--- src/rtl/adam_uart_pkg.sv ---
// Shared UART types and constants for the Zybo receive path (and the future transmitter).
package adam_uart_pkg;

    localparam int unsigned UART_DATA_BITS = 8;

    typedef enum logic [2:0] {
        StIdle,
        StStart,
        StData,
        StStop,
        StBreak
    } uart_rx_state_t;

endpackage

--- src/rtl/adam_sync_2ff.sv ---
// Single-bit two-flop synchronizer with a selectable reset value.
module adam_sync_2ff #(
    parameter logic ResetValue = 1'b0
) (
    input  logic clk,
    input  logic rst,
    input  logic d_i,
    output logic q_o
);

    logic meta_q;
    logic sync_q;

    always_ff @(posedge clk) begin
        if (rst) begin
            meta_q <= ResetValue;
            sync_q <= ResetValue;
        end else begin
            meta_q <= d_i;
            sync_q <= meta_q;
        end
    end

    assign q_o = sync_q;

endmodule

--- src/rtl/adam_zybo_uart_rx.sv ---
// UART 8N1 receiver: deserializes the adam_zybo uart_tx line into a valid/ready byte stream,
// flagging framing errors and overruns as single-cycle pulses.
module adam_zybo_uart_rx
    import adam_uart_pkg::*;
#(
    parameter int unsigned CLKS_PER_BIT = 1085
) (
    input  logic                      clk,
    input  logic                      rst,
    input  logic                      rx,
    output logic [UART_DATA_BITS-1:0] data_o,
    output logic                      valid_o,
    input  logic                      ready_i,
    output logic                      frame_err_o,
    output logic                      overrun_o
);

    localparam int unsigned CntW = $clog2(CLKS_PER_BIT);
    localparam logic [CntW-1:0] CntHalf = CntW'(CLKS_PER_BIT / 2 - 1);
    localparam logic [CntW-1:0] CntFull = CntW'(CLKS_PER_BIT - 1);
    localparam logic [CntW-1:0] CntOne  = CntW'(1);
    localparam logic [2:0]      IdxLast = 3'(UART_DATA_BITS - 1);

    logic rx_s;

    uart_rx_state_t            state_q, state_d;
    logic [CntW-1:0]           cnt_q, cnt_d;
    logic [2:0]                idx_q, idx_d;
    logic [UART_DATA_BITS-1:0] sh_q, sh_d;
    logic                      stop_ok_q, stop_ok_d;
    logic                      stop_bad_q, stop_bad_d;

    logic [UART_DATA_BITS-1:0] data_q, data_d;
    logic                      valid_q, valid_d;
    logic                      frame_err_q, frame_err_d;
    logic                      overrun_q, overrun_d;

    // Line idles high, so the synchronizer resets to 1 to avoid a false start after reset.
    adam_sync_2ff #(
        .ResetValue (1'b1)
    ) u_rx_sync (
        .clk (clk),
        .rst (rst),
        .d_i (rx),
        .q_o (rx_s)
    );

    always_comb begin
        state_d    = state_q;
        cnt_d      = cnt_q;
        idx_d      = idx_q;
        sh_d       = sh_q;
        stop_ok_d  = 1'b0;
        stop_bad_d = 1'b0;

        unique case (state_q)
            StIdle: begin
                if (!rx_s) begin
                    state_d = StStart;
                    cnt_d   = '0;
                end
            end
            StStart: begin
                if (cnt_q == CntHalf) begin
                    cnt_d   = '0;
                    idx_d   = '0;
                    state_d = rx_s ? StIdle : StData;
                end else begin
                    cnt_d = cnt_q + CntOne;
                end
            end
            StData: begin
                if (cnt_q == CntFull) begin
                    cnt_d = '0;
                    sh_d  = {rx_s, sh_q[UART_DATA_BITS-1:1]};
                    if (idx_q == IdxLast) begin
                        state_d = StStop;
                    end else begin
                        idx_d = idx_q + 3'd1;
                    end
                end else begin
                    cnt_d = cnt_q + CntOne;
                end
            end
            StStop: begin
                if (cnt_q == CntFull) begin
                    cnt_d = '0;
                    if (rx_s) begin
                        stop_ok_d = 1'b1;
                        state_d   = StIdle;
                    end else begin
                        stop_bad_d = 1'b1;
                        state_d    = StBreak;
                    end
                end else begin
                    cnt_d = cnt_q + CntOne;
                end
            end
            StBreak: begin
                // A held-low line must return high before a new start is accepted.
                if (rx_s) begin
                    state_d = StIdle;
                end
            end
            default: state_d = StIdle;
        endcase
    end

    // Delivery happens one cycle after the stop sample; sh is untouched until the next DATA.
    always_comb begin
        data_d      = data_q;
        valid_d     = valid_q;
        overrun_d   = 1'b0;
        frame_err_d = stop_bad_q;

        if (valid_q && ready_i) begin
            valid_d = 1'b0;
        end
        if (stop_ok_q) begin
            if (!valid_q || ready_i) begin
                data_d  = sh_q;
                valid_d = 1'b1;
            end else begin
                overrun_d = 1'b1;
            end
        end
    end

    always_ff @(posedge clk) begin
        if (rst) begin
            state_q     <= StIdle;
            cnt_q       <= '0;
            idx_q       <= '0;
            sh_q        <= '0;
            stop_ok_q   <= 1'b0;
            stop_bad_q  <= 1'b0;
            data_q      <= '0;
            valid_q     <= 1'b0;
            frame_err_q <= 1'b0;
            overrun_q   <= 1'b0;
        end else begin
            state_q     <= state_d;
            cnt_q       <= cnt_d;
            idx_q       <= idx_d;
            sh_q        <= sh_d;
            stop_ok_q   <= stop_ok_d;
            stop_bad_q  <= stop_bad_d;
            data_q      <= data_d;
            valid_q     <= valid_d;
            frame_err_q <= frame_err_d;
            overrun_q   <= overrun_d;
        end
    end

    assign data_o      = data_q;
    assign valid_o     = valid_q;
    assign frame_err_o = frame_err_q;
    assign overrun_o   = overrun_q;

endmodule

--- config.mk ---
export PLATFORM = sky130hd
export DESIGN_NAME = adam_zybo_uart_rx
export DESIGN_NICKNAME = d
export VERILOG_FILES = /design/src/rtl/adam_uart_pkg.sv /design/src/rtl/adam_sync_2ff.sv /design/src/rtl/adam_zybo_uart_rx.sv
export SDC_FILE = /design/constraint.sdc
export NUM_CORES = 1
export LEC_CHECK = 0
export CORE_MARGIN = 2
export CORE_UTILIZATION = 52
export CTS_CLUSTER_SIZE = 16
export DETAILED_ROUTE_END_ITERATION = 6
export GPL_TIMING_DRIVEN = 0
export PLACE_DENSITY = 0.72
export REMOVE_ABC_BUFFERS = 1
export SYNTH_ARGS = -nofsm -noshare
export SYNTH_HDL_FRONTEND = slang
export SYNTH_SLANG_ARGS = --single-unit
--- constraint.sdc ---
create_clock -name clk -period 2.26 [get_ports clk]
set_clock_uncertainty 0.1 [all_clocks]
set_input_delay 0.452 -clock clk [delete_from_list [all_inputs] [get_ports clk]]
set_output_delay 0.452 -clock clk [all_outputs]
set_load 0.05 [all_outputs]
[Yosys cells after proc, flatten, opt, wreduce, memory -nomap -nowiden]
Cells that the tools add are included.
Word-level totals
  output and inout port bits: 11
  latch bits: 0
  logic and storage cells: 68
  bits in read-only memories: 0
  bits in registers: 40
  memories kept: 0
  memory bits (writable): 0
  input port bits: 4
Operators by class
  reductions and logical operators: 14
  multiply operators: 0
  add/subtract/negate cells: 2
  eq/ne operators: 14
  divide/modulo/power cells: 0
  shift-type cells: 0
  order comparisons: 0
  muxes and demuxes: 23
  bitwise operators: 3
Operators with widths (number)
  $mux W11: 3
  $pmux W11 S3: 1
  $mux W3: 10
  $pmux W3 S5: 1
  $ne A2 B2 Y1 const B: 6
  $add A11 B1 Y11 const B: 1
  $eq A11 B10 Y1 const B: 1
  $eq A11 B11 Y1 const B: 1
  $eq A3 B2 Y1 const B: 2
  $eq A3 B3 Y1 const B: 2
  $mux W1: 6
  $pmux W3 S2: 1
  $reduce_and A2 Y1: 3
  $reduce_and A6 Y1: 1
  $reduce_and A4 Y1: 1
  $reduce_or A2 Y1: 2
  $add A3 B1 Y3 const B: 1
  $eq A3 B1 Y1 const B: 1
  $logic_not A3 Y1: 1
  $not A1 Y1: 3
  $reduce_bool A3 Y1: 1
  $reduce_or A3 Y1: 1
  $mux W2: 1
  $ne A2 B1 Y1 const B: 1
  other kinds (4): 4

[Longest topological paths before layout]
Gate-level depths: netlist of run 1.
  depth in word-level cells: 4
  gate-level depth with buffers: 6
  depth with buffers taken out: 6

[By module]
Synthesis of run 1 repeated with hierarchy kept, for this count alone.
Unflattened totals
  cell total of the unflattened synthesis: 202
  area total of the unflattened synthesis: 1790.5 um^2
By module, submodules not included
  adam_zybo_uart_rx: times used 1, sequential area each 760.7 um^2, cells each 198, area each 1737.9 um^2
  adam_sync_2ff: times used 1, sequential area each 40.0 um^2, cells each 4, area each 52.6 um^2

[Worst setup path after synthesis of run 1]
No wires, ideal clock.
  path kind: reg2reg
  start: reg state_q[2]
  end: reg idx_q[0]
  data arrival time: 1.746 ns
  library setup time: 0.121 ns
  setup slack: 0.293 ns
  clock period less this slack: 1.967 ns
  stages on the path, launching flop included: 6
  buffers on the path: 1
  data required time: 2.039 ns
  path through: dfxtp_1 -> buf_2 -> or3b_4 -> or3_1 -> a21oi_2 -> mux2_2
Between the ends
  word-level cells in the longest chain between the ends: 3
  elaborated cells between the ends (all ways): 8
  those cells by class: 5 x eq/ne; 1 x mux; 2 x reduce/logical
Ends and longest elaborated chain
  start: declaration: RTL line adam_zybo_uart_rx.sv:26  | uart_rx_state_t state_q, state_d;
  start signal: assignment: RTL line adam_zybo_uart_rx.sv:131  | state_q <= StIdle;
  start signal: assignment: RTL line adam_zybo_uart_rx.sv:142  | state_q <= state_d;
  $eq A3 B2 Y1 / $eq A3 B1 Y1 (equally long branches): RTL line adam_zybo_uart_rx.sv:56  | unique case (state_q)
  $ne A2 B2 Y1 (no source line) / $reduce_bool A2 Y1 (equally long branches)
  $reduce_and A4 Y1 (no source line)
  end signal: assignment: RTL line adam_zybo_uart_rx.sv:144  | idx_q <= idx_d;
  end: declaration: RTL line adam_zybo_uart_rx.sv:28  | logic [2:0] idx_q, idx_d;
Parallel ways exist; a longest one is shown, timed or not.
A chain may end at the register's enable or synchronous reset.

[Worst setup path in the final report of run 1]
  start: reg cnt_q[6]
  end: reg state_q[2]
Between the ends
  word-level cells in the longest chain between the ends: 3
  elaborated cells between the ends (all ways): 6
  those cells by class: 5 x eq/ne; 1 x reduce/logical
Ends and longest elaborated chain
  start: declaration: RTL line adam_zybo_uart_rx.sv:27  | logic [CntW-1:0] cnt_q, cnt_d;
  start signal: assignment: RTL line adam_zybo_uart_rx.sv:143  | cnt_q <= cnt_d;
  $eq A11 B11 Y1 / $eq A11 B10 Y1 (equally long branches): RTL line adam_zybo_uart_rx.sv:73, adam_zybo_uart_rx.sv:86, adam_zybo_uart_rx.sv:64
  $ne A2 B2 Y1 (no source line)
  $reduce_and A6 Y1 (no source line) (*)
Every way passes the cells marked *; elsewhere a longest branch is shown, timed or not.

==> results.cfg, run 1 <==
[drt]
avgViaCountPerCell = 6.019
drt_iter0_markers = 78
num_vias = 1595
drtPass1Iterations = 4
drt_wl_total_mm = 3.877
antenna_left = 0
remaining_drc_errors = 0
routedWlPerCell_um = 14.63

[logic_synthesis]
yosysWarningCount = 0
netlist_area_um2 = 1947
synth_top_family_by_area = simple AND/OR/NAND/NOR gates
ys_ff_latch = 40
synth_fa_ha_area_share_pct = 3.213
yosysUniqueCellTypes = 47
synth-compound-area-share_pct = 15.94
synthesis.instances = 209
synthSimpleGateAreaFrac_pct = 26.41
muxShareOfSynthArea_pct = 8.869
avgSynthCellArea_um2 = 9.315
synth-xor-area-share_pct = 0
synth_seq_area_share_pct = 41.13

[cells_and_area]
finalNonFillerCells = 265
syn_to_final_growth_pct = 11.12
final_nets = 226
final_area_um2 = 2163
layout_common_cells = dfxtp_1 (40), nor2_1 (21), mux2i_1 (15)
diodes = 0
drive_gt1_share_pct = 11.06
utilization_pct = 59.54
num-fill-cells = 332
mostFrequentLayoutCell = dfxtp_1

[clock_tree]
clock-sinks = 40
hold_buffers = 0
clkTransAtPathRegs_ns = 0.07
clockBufferDepth = 2
cts_made_buffers = 5
htreeDepth = 2
root_buffer = clkbuf_8
clock_latency_ns = 0.28
cts_tree = done
cts_setup_buffers = 0

[job]
cap_violations = 0

[worst_hold_path]
hp-class = flop to flop
whs_path_depth = 1

[worst_setup_path]
end_kind = flop
cp.arrival_ns = 2.23
setup.worst_path.start_class = flop
cp_max_fo = 10
crit_type = flop to flop
worstPathRequired_ns = 2.36
rr_worst_depth = 4

[place]
hpwl_mm = 2.661
place_congestion = 0.9279
place_inst = 258
dp_slack_ns = -0.5731
numPortBuffers = 14
dpl-instance-area_um2 = 2087

[global_route]
grt.total_usage_pct = 20.09
grt_pass1_vias = 1535
grt_max_degree = 45
gr-total-overflow = 0
grt_antenna_before_repair = 0
grt_pass1_wl_mm = 6.679

[die]
rows = 22
die_width_um = 65.19
io_pins = 15
start_util_pct = 53.58
die_h_um = 65.19
coreArea_um2 = 3633
die_area_um2 = 4250

[power]
fin_total_pwr_uw = 1549
p_per_area_nw_per_um2 = 716.1
p_leak_uw = 0.0008046
vdd_drop_max_mv = 0.3175

[sta]
rsz0062_at_grt = false
hold_viol_final = 0
finalCritPeriodShare_pct = 94.34
worstMarginPinSlew_ns = 0.9029
setup_slack_ns = 0.1280
slew_headroom_pct = 39.40
post-route-min-period_ns = 2.132
final_max_slew_viol_count = 0
setup_violations = 0
max_freq_ghz = 0.4691

[status]
outcome = finished clean
[state kept, by name, indices dropped and copies added, names as in the netlist]
register          flops
u_rx_sync.q_o         1
frame_err_o           1
stop_ok_q             1
u_rx_sync.meta_q      1
cnt_q                11
idx_q                 3
frame_err_d           1
sh_q                  8
overrun_o             1
data_o                8
state_q               3
valid_o               1
[through the flow]
step                      hold WS [ns]  setup TNS (ns)
after global routing            0.3310               0
after detailed placement        0.2993          -5.465
final                           0.3153               0
after global placement          0.2918          -3.495
after CTS                       0.3173               0
after floorplan                 0.2895               0
[Yosys cell counts, drive strengths merged]
library cell | n | share of area [%]
nor4 | 9 | 3.5
nor4b | 1 | 0.45
nand3 | 5 | 1.3
nand2b | 5 | 1.6
or4 | 1 | 0.58
a211oi | 1 | 0.39
nor2 | 21 | 4.0
and4 | 1 | 0.45
clkbuf | 10 | 2.0
nand3b | 2 | 0.77
dfxtp | 40 | 41
mux2 | 2 | 1.2
o311a | 1 | 0.51
a311oi | 1 | 0.45
o31ai | 9 | 3.5
nand4 | 11 | 3.5
or2 | 3 | 0.96
a21oi | 15 | 4.2
a2bb2oi | 1 | 1.3
nand2 | 6 | 1.2
and2 | 3 | 0.96
o21bai | 1 | 0.39
a41oi | 1 | 0.45
a2111oi | 5 | 2.2
or3b | 3 | 1.5
o21ai | 3 | 0.77
mux2i | 15 | 7.7
nand4b | 1 | 0.45
buf | 3 | 1.1
and4b | 1 | 0.51
nor2b | 4 | 1.3
o32ai | 1 | 0.84
or3 | 2 | 0.90
nor3 | 2 | 0.51
inv | 7 | 1.3
and3 | 6 | 1.9
o21ba | 1 | 0.84
ha | 5 | 3.2
[area by class of cell]
class / instances / area (um^2) / area share, %
timing repair buffer: 14 / 135.1 / 6.246
inverter: 7 / 26.28 / 1.215
clock inverter: 1 / 5.005 / 0.2313
clock buffer: 6 / 72.57 / 3.355
tap: 48 / 60.06 / 2.776
multi-input combinational: 149 / 1064 / 49.16
sequential: 40 / 800.8 / 37.02
[kinds of logic after synthesis]
kind of cell    after synthesis
buf+inv                      20
compound gates               40
mux                          17
simple gates                 87
fa+ha+maj                     5
flops                        40
[power breakdown]
| part | leakage (uW) | internal (uW) | switching [uW] | total [uW] |
|---|---|---|---|---|
| Sequential | 0.000323 | 729 | 34.3 | 763 |
| Clock | 0.0000410 | 210 | 223 | 432 |
| Combinational | 0.000441 | 146 | 208 | 354 |
[critical path, cell delays in order, from the launching register on]
cell and delay (ns):
dfxtp_1 0.35, or3_4 0.43, or2_0 0.43, or4_4 0.62
o32ai_2 0.13
[per-layer routing]
metal  GRT usage, %  share of wire, %  vias to the layer above
li1               -                 -                      790
met1          23.16                46                      769
met2          35.71                50                       27
met3          3.767               2.6                        9
met4          9.375               1.9                        0
met5              0                 0                        -
[path summary, 6_finish.rpt]
| check | start | slack [ns] | end |
|---|---|---|---|
| setup / recovery | cnt_q[6] | 0.13 | state_q[2] |
| setup reg to reg | cnt_q[6] | 0.13 | state_q[2] |
| hold / removal | u_rx_sync.meta_q | 0.32 | u_rx_sync.q_o |
| hold reg to reg | u_rx_sync.meta_q | 0.32 | u_rx_sync.q_o |
[repair_timing]
action / in CTS / in global routing
gates resized for setup: 1 / 1
setup endpoints to repair: 3 / 1
hold endpoints to repair: 0 / 0
Power figures use the tool's default switching activity.
==> inputs of run 2 (changes only) <==
Settings changed: ABC_AREA from default to 0.
==> results of run 2 <==
The final DEF is identical to that of run 1; final timing and power are the same.
==> inputs of run 3 (changes only) <==
Settings changed: CTS_CLUSTER_DIAMETER from default to 50.
==> results of run 3 <==
The final DEF is identical to that of run 1; final timing and power are the same.
